`src/rtl/mem_access_stage.sv`:
```
// mem_access_stage: M-stage of the MIPS pipeline. Issues data-memory
// requests, sign/zero-extends load data, flags misaligned accesses,
// stalls upstream while a request is outstanding, and registers the
// results toward writeback (acts as the M/W pipeline register).
module mem_access_stage #(
    parameter int DATA_W = 32,
    parameter int ADDR_W = 32,
    parameter int REG_W  = 5
) (
    input  logic                  clk,
    input  logic                  reset,
    input  logic                  in_valid,
    input  logic                  in_regwrite,
    input  logic                  in_memtoreg,
    input  logic                  in_memwrite,
    input  logic [1:0]            in_size,
    input  logic                  in_unsigned,
    input  logic [ADDR_W-1:0]     in_aluout,
    input  logic [DATA_W-1:0]     in_writedata,
    input  logic [REG_W-1:0]      in_writereg,
    output logic                  stall,
    output logic                  mem_req,
    output logic                  mem_we,
    output logic [ADDR_W-1:0]     mem_addr,
    output logic [DATA_W/8-1:0]   mem_be,
    output logic [DATA_W-1:0]     mem_wdata,
    input  logic                  mem_ack,
    input  logic [DATA_W-1:0]     mem_rdata,
    output logic                  out_valid,
    output logic                  out_regwrite,
    output logic                  out_memtoreg,
    output logic [DATA_W-1:0]     out_aluout,
    output logic [DATA_W-1:0]     out_readdata,
    output logic [REG_W-1:0]      out_writereg,
    output logic                  out_misalign
);

    localparam int NB = DATA_W / 8;
    localparam int LB = $clog2(NB);

    localparam logic [0:0] IDLE = 1'b0;
    localparam logic [0:0] REQ  = 1'b1;

    logic [0:0]        state;

    // Latched memory op, held stable for the whole request
    logic              r_regwrite;
    logic              r_memtoreg;
    logic              r_memwrite;
    logic              r_unsigned;
    logic [1:0]        r_size;
    logic [ADDR_W-1:0] r_addr;
    logic [DATA_W-1:0] r_wdata;
    logic [REG_W-1:0]  r_writereg;

    logic              is_mem;
    logic              aligned;
    logic              start_req;
    logic              misalign_op;
    logic              req_active;

    logic [LB-1:0]     lane;
    logic [DATA_W-1:0] shifted;
    logic [DATA_W-1:0] field_mask;
    logic              sign;
    logic [DATA_W-1:0] load_ext;

    // Classify the incoming op and derive the stall / request qualifiers
    always_comb begin
        is_mem = in_valid & (in_memtoreg | in_memwrite);
        case (in_size)
            2'b00:   aligned = 1'b1;
            2'b01:   aligned = ~in_aluout[0];
            2'b10:   aligned = (in_aluout[1:0] == 2'b00);
            default: aligned = (DATA_W == 64) && (in_aluout[2:0] == 3'b000);
        endcase
        start_req   = (state == IDLE) && is_mem && aligned;
        misalign_op = is_mem && !aligned;
        // Reset wins over everything, including an ack in the same cycle
        req_active  = (state == REQ) && !reset;
        stall       = !reset && (start_req || (req_active && !mem_ack));
    end

    // Memory port: byte enables and lane-replicated store data from the latched op
    always_comb begin
        lane      = r_addr[LB-1:0];
        mem_req   = req_active;
        mem_we    = req_active & r_memwrite;
        mem_addr  = r_addr;
        mem_be    = '0;
        if (req_active) begin
            case (r_size)
                2'b00:   mem_be = NB'(1)  << lane;
                2'b01:   mem_be = NB'(3)  << lane;
                2'b10:   mem_be = NB'(15) << lane;
                default: mem_be = '1;
            endcase
        end
        case (r_size)
            2'b00:   mem_wdata = {NB{r_wdata[7:0]}};
            2'b01:   mem_wdata = {(NB/2){r_wdata[15:0]}};
            2'b10:   mem_wdata = {(NB/4){r_wdata[31:0]}};
            default: mem_wdata = r_wdata;
        endcase
    end

    // Load path: shift the addressed lane down, then mask and extend
    always_comb begin
        shifted = mem_rdata >> {lane, 3'b000};
        case (r_size)
            2'b00: begin
                field_mask = DATA_W'(8'hFF);
                sign       = shifted[7];
            end
            2'b01: begin
                field_mask = DATA_W'(16'hFFFF);
                sign       = shifted[15];
            end
            2'b10: begin
                field_mask = DATA_W'(32'hFFFF_FFFF);
                sign       = shifted[31];
            end
            default: begin
                field_mask = '1;
                sign       = shifted[DATA_W-1];
            end
        endcase
        load_ext = (shifted & field_mask) |
                   (~field_mask & {DATA_W{sign & ~r_unsigned}});
    end

    // Request register: capture the op when a request is launched
    always_ff @(posedge clk) begin
        if (reset) begin
            r_regwrite <= 1'b0;
            r_memtoreg <= 1'b0;
            r_memwrite <= 1'b0;
            r_unsigned <= 1'b0;
            r_size     <= 2'b00;
            r_addr     <= '0;
            r_wdata    <= '0;
            r_writereg <= '0;
        end else if (start_req) begin
            r_regwrite <= in_regwrite;
            r_memtoreg <= in_memtoreg;
            r_memwrite <= in_memwrite;
            r_unsigned <= in_unsigned;
            r_size     <= in_size;
            r_addr     <= in_aluout;
            r_wdata    <= in_writedata;
            r_writereg <= in_writereg;
        end
    end

    // FSM: IDLE launches aligned memory ops, REQ waits for the ack
    always_ff @(posedge clk) begin
        if (reset) begin
            state <= IDLE;
        end else begin
            case (state)
                IDLE:    if (start_req) state <= REQ;
                REQ:     if (mem_ack) state <= IDLE;
                default: state <= IDLE;
            endcase
        end
    end

    // M/W output register: loads on a completed op, otherwise a bubble that holds the data
    always_ff @(posedge clk) begin
        if (reset) begin
            out_valid    <= 1'b0;
            out_regwrite <= 1'b0;
            out_memtoreg <= 1'b0;
            out_aluout   <= '0;
            out_readdata <= '0;
            out_writereg <= '0;
            out_misalign <= 1'b0;
        end else begin
            out_valid    <= 1'b0;
            out_misalign <= 1'b0;
            if (state == IDLE && in_valid && !start_req) begin
                out_valid    <= 1'b1;
                out_regwrite <= in_regwrite & ~misalign_op;
                out_memtoreg <= in_memtoreg;
                out_aluout   <= DATA_W'(in_aluout);
                out_readdata <= '0;
                out_writereg <= in_writereg;
                out_misalign <= misalign_op;
            end else if (state == REQ && mem_ack) begin
                out_valid    <= 1'b1;
                out_regwrite <= r_regwrite;
                out_memtoreg <= r_memtoreg;
                out_aluout   <= DATA_W'(r_addr);
                out_readdata <= r_memtoreg ? load_ext : '0;
                out_writereg <= r_writereg;
            end
        end
    end

endmodule
```
`config.mk`:
```
export PLATFORM = sky130hd
export DESIGN_NAME = mem_access_stage
export DESIGN_NICKNAME = d
export VERILOG_FILES = /design/src/rtl/mem_access_stage.sv
export SDC_FILE = /design/constraint.sdc
export NUM_CORES = 1
export LEC_CHECK = 0
export ABC_AREA = 1
export BUFFER_PORTS_ARGS = -buffer_cell sky130_fd_sc_hd__buf_4
export CAP_MARGIN = 20
export CORE_MARGIN = 3
export CORE_UTILIZATION = 54
export CTS_CLUSTER_SIZE = 28
export DETAILED_ROUTE_END_ITERATION = 10
export PLACE_DENSITY_LB_ADDON = 0.05
export SYNTH_ARGS = -nofsm -noshare
export SYNTH_HDL_FRONTEND = slang
export SYNTH_SLANG_ARGS = --single-unit
```
`constraint.sdc`:
```
create_clock -name clk -period 4.6 [get_ports clk]
set_input_delay 0.92 -clock clk [delete_from_list [all_inputs] [get_ports clk]]
set_output_delay 0.92 -clock clk [all_outputs]
set_load 0.03 [all_outputs]
```
-- Word-level counts from Yosys, hierarchy flattened
Cells that the tools add are included.
- output and inout bits: 144
- register bits after elaboration: 149
- shift-type cells: 4
- equality and inequality tests: 4
- reductions and logical operators: 20
- bitwise gates (word level): 14
- muxes and demuxes: 20
- operator list (operator ; number):
    case mux 32 bit (2 select lines) ; 2
    2-to-1 mux 32 bit ; 3
    bitwise AND 32 bit ; 2
    inverter 32 bit ; 1
    bitwise OR 32 bit ; 1
    right shift 32 x 5 -> 32 bit ; 1
    case mux 4 bit (3 select lines) ; 1
    2-to-1 mux 5 bit ; 2
    logical AND 1 bit ; 9
    2-to-1 mux 1 bit ; 8
    logical NOT 2 bit ; 3
    inverter 1 bit ; 5
    bitwise AND 1 bit ; 4
    == test 2 x 1 -> 1 bit, second input constant ; 2
    == test 2 bit, second input constant ; 2
    logical NOT 1 bit ; 4
    2-to-1 mux 4 bit ; 1
    case mux 1 bit (2 select lines) ; 2
    OR reduction 2 bit ; 2
    << shifter 1 x 2 -> 4 bit, first input constant ; 1
    << shifter 2 x 2 -> 4 bit, first input constant ; 1
    << shifter 4 x 2 -> 4 bit, first input constant ; 1
    case mux 1 bit (3 select lines) ; 1
    nonzero test 2 bit ; 1
    2 further kinds ; 2

-- Longest topological paths before layout
Gate-level depths: netlist of run 1.
- depth after elaboration: 8
- mapped depth: 12
- gate-level depth less buffers: 10

-- Worst setup path before layout of run 1
Ideal clock, no wire load.
- path kind: input port to output port
- start: in in_size[1]
- end: out stall
- arrival: 2.193 ns
- data required time: 3.680 ns
- slack: 1.487 ns
- stages on the path: 6
- cell sequence: o21a_1 > nor2_4 > nand2_4 > buf_2 > buf_2 > o22ai_1
- word-level cells in the longest chain between the ends: 5
- elaborated cells between the ends (all ways): 7
- ends and longest elaborated chain (item ; RTL line ; RTL):
    from (decl) ; 16 ; input logic [1:0] in_size,
    == test 2 bit, or another cell as far along ; 71 ; case (in_size)
    case mux 1 bit (3 select lines) (*) ; 71 ;
    logical AND 1 bit (*) ; 77 ; start_req = (state == IDLE) && is_mem && aligned;
    logical OR 1 bit (*) ; 81 ; stall = !reset && (start_req || (req_active && !mem_ack));
    logical AND 1 bit (*) ; 81 ;
    to (decl) ; 21 ; output logic stall,
Mark *: on every way between the ends. The rest lies on a longest branch, timed or not.

-- Final worst setup path of run 1
- start: reg r_size[0]
- end: out mem_wdata[23]
- word-level cells in the longest chain between the ends: 2
- elaborated cells between the ends (all ways): 3
- ends and longest elaborated chain (item ; RTL line ; RTL):
    from (decl) ; 51 ; logic [1:0] r_size;
    from (signal assigned) ; 148 ; r_size <= in_size;
    == test 2 x 1 -> 1 bit / logical NOT 2 bit (equally long branches) ; 99 ; case (r_size)
    case mux 32 bit (2 select lines) (*) ; 99 ;
    to (decl) ; 26 ; output logic [DATA_W-1:0] mem_wdata,
Marks and branches as above.

==> results.sh, run 1 <==
export IMPL_clk_pin_slew_worst_paths_ns=0.06
export IMPL_outcome="completed"
export IMPL_rr_worst_depth=9
export IMPL_crit_chain="inv_1 > ha_1 > nor2_2 > nand2_1 > o21ai_0 > buf_4"
export IMPL_wl_per_cell_um=15.31
export IMPL_grt_pass1_wl_um=32950
export IMPL_finalClockSkew_ns=0.005764
export IMPL_worstHoldPathType="flip-flop to flip-flop"
export IMPL_dr_first_iter_drc_count=707
export IMPL_finalSetupViolations=0
export IMPL_crit_arrival_ns=2.46
export IMPL_antenna_found_initial=0
export IMPL_n_fill_cell=1031
export IMPL_synth_main_ff_cell="dfxtp_1"
export IMPL_cp_required_ns=3.68
export IMPL_ys_ff_latch=149
export IMPL_rows=40
export IMPL_layout_nets=1276
export IMPL_dieArea_mm2=0.01427
export IMPL_tightest_slew_ns=0.9651
export IMPL_syn_to_final_growth_pct=33.07
export IMPL_grt_pass1_vias=6701
export IMPL_drv_cap=0
export IMPL_crit_path_max_fanout=28
export IMPL_async_reset_ff_share_pct=0
export IMPL_synthTopCellsByArea="dfxtp_1 43%, o21ai_0 8.8%, a21oi_1 8.1%"
export IMPL_hold_violations=0
export IMPL_cts_setup_buffers=0
export IMPL_fin_ws_ns=1.216
export IMPL_rsz0062_at_grt="no"
export IMPL_p_leak_nw=4.123
export IMPL_hold_depth=2
export IMPL_maxClockFrequency_mhz=295.5
export IMPL_num_vias=7121
export IMPL_startpoint="r_size[0]"
export IMPL_crit_slowest_cell="nor2_2"
export IMPL_fin_setup_tns_ns=0
export IMPL_period_share_pct=73.57
export IMPL_post_dp_hpwl_um=14140
export IMPL_mostFrequentLayoutCell="buf_4"
export IMPL_critPathBufInv=2
export IMPL_drive_gt1_share_pct=29.84
export IMPL_ir_worst_vdd_mv=0.2198
export IMPL_clock_latency_ns=0.42
export IMPL_crit_path_max_incr_delay_ns=0.80
export IMPL_critPathTopFamily="simple AND/OR/NAND/NOR gates"
export IMPL_yosysSeqAreaShare_pct=42.92
export IMPL_synth_edf_count=0
export IMPL_synth_avg_cell_area_um2=7.263
export IMPL_grtUsageTotal_pct=28.41
export IMPL_gr_total_overflow=0
export IMPL_end_kind="output port"
export IMPL_layout_common_cells="258 x buf_4, 149 x dfxtp_1, 148 x nand2_1"
export IMPL_slew_viol_final=0
export IMPL_core_area_mm2=0.01231
export IMPL_port_buffers=254
export IMPL_path_depth=6
export IMPL_routed_wl_um=20530
export IMPL_syn_inst=957
export IMPL_ys_types=37
export IMPL_power_density_mw_per_mm2=369.8
export IMPL_cts_root_buf="clkbuf_16"
export IMPL_hold_buffers=0
export IMPL_grt_max_degree=117
export IMPL_period_needed_ns=3.384
export IMPL_post_cts_resized=0
export IMPL_hold_start="r_memwrite"
export IMPL_boundaryPins=255
export IMPL_cts_sinks=149
export IMPL_r2r_start="r_size[0]"
export IMPL_netlist_area_leader_share_pct=42.92
export IMPL_dpl_worst_slack_ns=1.529
export IMPL_r2r_end="out_readdata[22]"
export IMPL_slew_headroom_pct=35.59
export IMPL_remaining_drc_errors=0
export IMPL_synthesis_nets=1073
export IMPL_post_route_util_pct=75.12
export IMPL_initial_utilization_pct=56.45
export IMPL_final_area_mm2=0.009249
export IMPL_htreeDepth=4
export IMPL_cts_buffers=17
export IMPL_die_w_um=119.5
export IMPL_cp_endpoint="mem_wdata[23]"
export IMPL_synth_area_mm2=0.006950
export IMPL_r2r_slack_ns=1.83
export IMPL_vias_per_cell=5.310
export IMPL_synth_top_area_cell="dfxtp_1"
export IMPL_gp_congestion=0.9238
export IMPL_cts_tree="built"
export IMPL_drt_pass1_iterations=5
export IMPL_cp_start_kind="flip-flop"
export IMPL_detail_route_antenna_nets=0
export IMPL_power_mw=3.420
export IMPL_clockBufferDepth=2
export IMPL_die_y_um=119.5
export IMPL_ys_warn_count=0
export IMPL_placed_area_mm2=0.008698
export IMPL_crit_type="flip-flop to output port"
export IMPL_num_antenna_cells=0
[worst min-delay path by stage]
stage                        to  slack [ns]
2_1_floorplan     r_writereg[4]        0.42
3_3_place_gp      r_writereg[4]        0.44
3_5_place_dp         r_memwrite        0.45
4_1_cts              r_memwrite        0.46
5_1_grt        out_readdata[24]        0.49
6_report             r_memwrite        0.46
[Yosys cell counts (all sizes together) (2+ instances only)]
master  instances
a21oi         133
nor2          111
o22ai          12
o211ai          4
dfxtp         149
o21ai         134
nand2         167
nand3          66
mux2i           3
inv            83
o21bai          3
clkbuf         27
o21a            2
a31oi           6
ha              5
buf            48
[kinds of logic after synthesis]
group,synth area share [%]
AOI/OAI and AO/OA,23.08
DFF,42.92
buffers and inverters,10.78
muxes,0.4321
and+or+nand+nor,21.89
adders and majority gates,0.9001
[registers in the layout, indices dropped and copies added, names as in the netlist, 2 cells and up]
signal and count:
out_readdata 32, out_writereg 5, mem_addr 32, r_size 2, r_writereg 5, r_wdata 32
out_aluout 32
[tightest hold or removal path, stage by stage, from the launching register on]
cell,delay [ns]
dfxtp_1,0.30
inv_1,0.06
a21oi_1,0.06
[metal layers]
layer  wire (um)  track usage, %  vias to the layer above
li1            -               -                     3545
met1        8260           34.23                     3202
met2        9622           46.40                      326
met3        1987           9.022                       48
met4         655           12.74                        0
met5           0               0                        -
[where the power goes]
group / switching [mW] / total (mW) / leakage, nW / internal [mW]
Clock: 0.532 / 1.29 / 0.273 / 0.760
Combinational: 0.465 / 0.723 / 2.63 / 0.258
Sequential: 0.0423 / 1.41 / 1.22 / 1.36
Total: 1.04 / 3.42 / 4.12 / 2.38
[metrics by stage]
step | hold slack (ns) | cells
after floorplan | 0.4245 | 957
after global placement | 0.4431 | 1309
after detailed placement | 0.4521 | 1309
after CTS | 0.4614 | 1341
after global routing | 0.4868 | 1341
final | 0.4636 | 1341
[area by class of cell]
class	instances	area, um2	area share (%)
sequential	149	2983	32.25
inverter	84	327.8	3.544
clock buffer	25	505.5	5.465
multi-input combinational	649	3221	34.82
timing repair buffer	259	1957	21.16
tap	168	210.2	2.273
clock inverter	7	45.04	0.4870
Power figures use the tool's default switching activity.
==> run 2, diff against run 1 <==
--- a/config.mk
+++ b/config.mk
@@ -9,7 +9,7 @@
 export BUFFER_PORTS_ARGS = -buffer_cell sky130_fd_sc_hd__buf_4
 export CAP_MARGIN = 20
 export CORE_MARGIN = 3
-export CORE_UTILIZATION = 54
+export CORE_UTILIZATION = 50
 export CTS_CLUSTER_SIZE = 28
 export DETAILED_ROUTE_END_ITERATION = 10
 export PLACE_DENSITY_LB_ADDON = 0.05
==> constraint.sdc (replaced) <==
create_clock -name clk -period 3.4 [get_ports clk]
set_input_delay 0.68 -clock clk [delete_from_list [all_inputs] [get_ports clk]]
set_output_delay 0.68 -clock clk [all_outputs]
set_load 0.03 [all_outputs]
==> results.sh, run 2 (synthesized netlist as in run 1, its figures left out) <==
export IMPL_outcome="completed"
export IMPL_hold_depth=2
export IMPL_finalSetupViolations=0
export IMPL_grt_pass1_vias=6284
export IMPL_clockBufferDepth=2
export IMPL_detail_route_antenna_nets=0
export IMPL_tightest_slew_ns=0.7689
export IMPL_slew_headroom_pct=48.74
export IMPL_drt_pass1_iterations=5
export IMPL_startpoint="r_size[0]"
export IMPL_cts_setup_buffers=0
export IMPL_drv_cap=0
export IMPL_post_cts_resized=0
export IMPL_period_share_pct=83.29
export IMPL_cts_tree="built"
export IMPL_dieArea_mm2=0.01535
export IMPL_grt_util_met1_pct=33.64
export IMPL_ir_worst_vdd_mv=0.3822
export IMPL_hold_start="r_memwrite"
export IMPL_dr_first_iter_drc_count=735
export IMPL_drive_gt1_share_pct=30.31
export IMPL_place_inst=1322
export IMPL_fin_ws_ns=0.5681
export IMPL_syn_to_final_growth_pct=34.65
export IMPL_power_density_mw_per_mm2=516.8
export IMPL_num_vias=7049
export IMPL_post_dp_hpwl_um=14160
export IMPL_cp_required_ns=2.72
export IMPL_crit_chain="inv_1 > ha_1 > nor2_2 > buf_4 > nand2_1 > nand2_1 > buf_4"
export IMPL_rows=42
export IMPL_initial_utilization_pct=51.87
export IMPL_remaining_drc_errors=0
export IMPL_die_y_um=123.9
export IMPL_rr_worst_depth=10
export IMPL_cts_sinks=149
export IMPL_crit_path_max_fanout=38
export IMPL_clk_pin_slew_worst_paths_ns=0.06
export IMPL_crit_type="flip-flop to output port"
export IMPL_cts_root_buf="clkbuf_16"
export IMPL_grtUsageTotal_pct=26.05
export IMPL_maxClockFrequency_mhz=353.1
export IMPL_clock_latency_ns=0.42
export IMPL_gp_congestion=0.8750
export IMPL_cts_buffers=17
export IMPL_gr_total_overflow=0
export IMPL_crit_arrival_ns=2.15
export IMPL_core_area_mm2=0.01340
export IMPL_cp_start_kind="flip-flop"
export IMPL_worstHoldPathType="flip-flop to flip-flop"
export IMPL_hold_slack_ns=0.4591
export IMPL_wl_per_cell_um=15.36
export IMPL_rsz0062_at_grt="no"
export IMPL_dpl_worst_slack_ns=0.7845
export IMPL_htreeDepth=4
export IMPL_hold_buffers=0
export IMPL_routed_wl_um=20790
export IMPL_hold_violations=0
export IMPL_r2r_start="r_size[0]"
export IMPL_num_antenna_cells=0
export IMPL_busiest_layer="met2"
export IMPL_fin_setup_tns_ns=0
export IMPL_grt_max_degree=80
export IMPL_crit_slowest_cell="dfxtp_1"
export IMPL_layout_common_cells="264 x buf_4, 149 x dfxtp_1, 148 x nand2_1"
export IMPL_antenna_found_initial=0
export IMPL_p_leak_nw=4.176
export IMPL_port_buffers=254
export IMPL_grtUsageMet2_pct=40.66
export IMPL_period_needed_ns=2.832
export IMPL_end_kind="output port"
export IMPL_vias_per_cell=5.206
export IMPL_finalClockSkew_ns=0.006446
export IMPL_crit_path_max_incr_delay_ns=0.36
export IMPL_grt_pass1_wl_um=31520
export IMPL_boundaryPins=255
export IMPL_die_w_um=123.9
export IMPL_slew_viol_final=0
export IMPL_fin_cells=1354
export IMPL_mostFrequentLayoutCell="buf_4"
export IMPL_use_met3_pct=8.674
export IMPL_layout_nets=1281
## run 2: cell count changes in the layout (fill, tap and decap cells not counted), sizes merged
cell	previous run	this run
buf	259	264
clkinv	6	3
bufinv	0	2
clkbuf	25	26
## run 2: metal layers
layer  vias to the layer above  part of all wire [%]
li1                       3556                     -
met1                      3168                    42
met2                       289                    46
met3                        36                   9.8
met4                         0                   2.4
met5                         -                     0
## run 2: final timing paths
kind / to / slack, ns
worst min-delay path: r_memwrite / 0.46
worst max-delay path: mem_wdata[31] / 0.57
worst min register to register: r_memwrite / 0.46
worst max register to register: out_readdata[23] / 1.10
## run 2: power breakdown
group | internal [mW] | switching (mW) | leakage [nW] | total [mW]
Clock | 1.24 | 0.718 | 0.309 | 1.96
Sequential | 1.84 | 0.0513 | 1.22 | 1.89
Combinational | 0.352 | 0.634 | 2.65 | 0.986
Total | 3.43 | 1.40 | 4.18 | 4.84
## run 2: per-stage QoR
step	power, mW	area (um2)	util, %
after floorplan	2.582	6950	-
after global placement	2.904	8733	65.17
after detailed placement	2.913	8733	65.17
after CTS	4.865	9359	69.84
after global routing	5.032	9359	69.84
final	4.837	9359	69.84
## run 2: final cells by class
cell class | count | area [um2]
Timing Repair Buffer | 264 | 1982
Inverter | 84 | 327.8
Sequential cell | 149 | 2983
Tap cell | 176 | 220.2
Fill cell | 1161 | 4041
Multi-Input combinational cell | 649 | 3221
Clock buffer | 26 | 539.3
Clock inverter | 6 | 86.33
## run 2: critical path, delay by kind of cell, from the launching register on
kind,cells,cell delay [ns]
simple gates,3,0.39
fa+ha+maj,1,0.35
buf+inv,3,0.61
flops,1,0.36
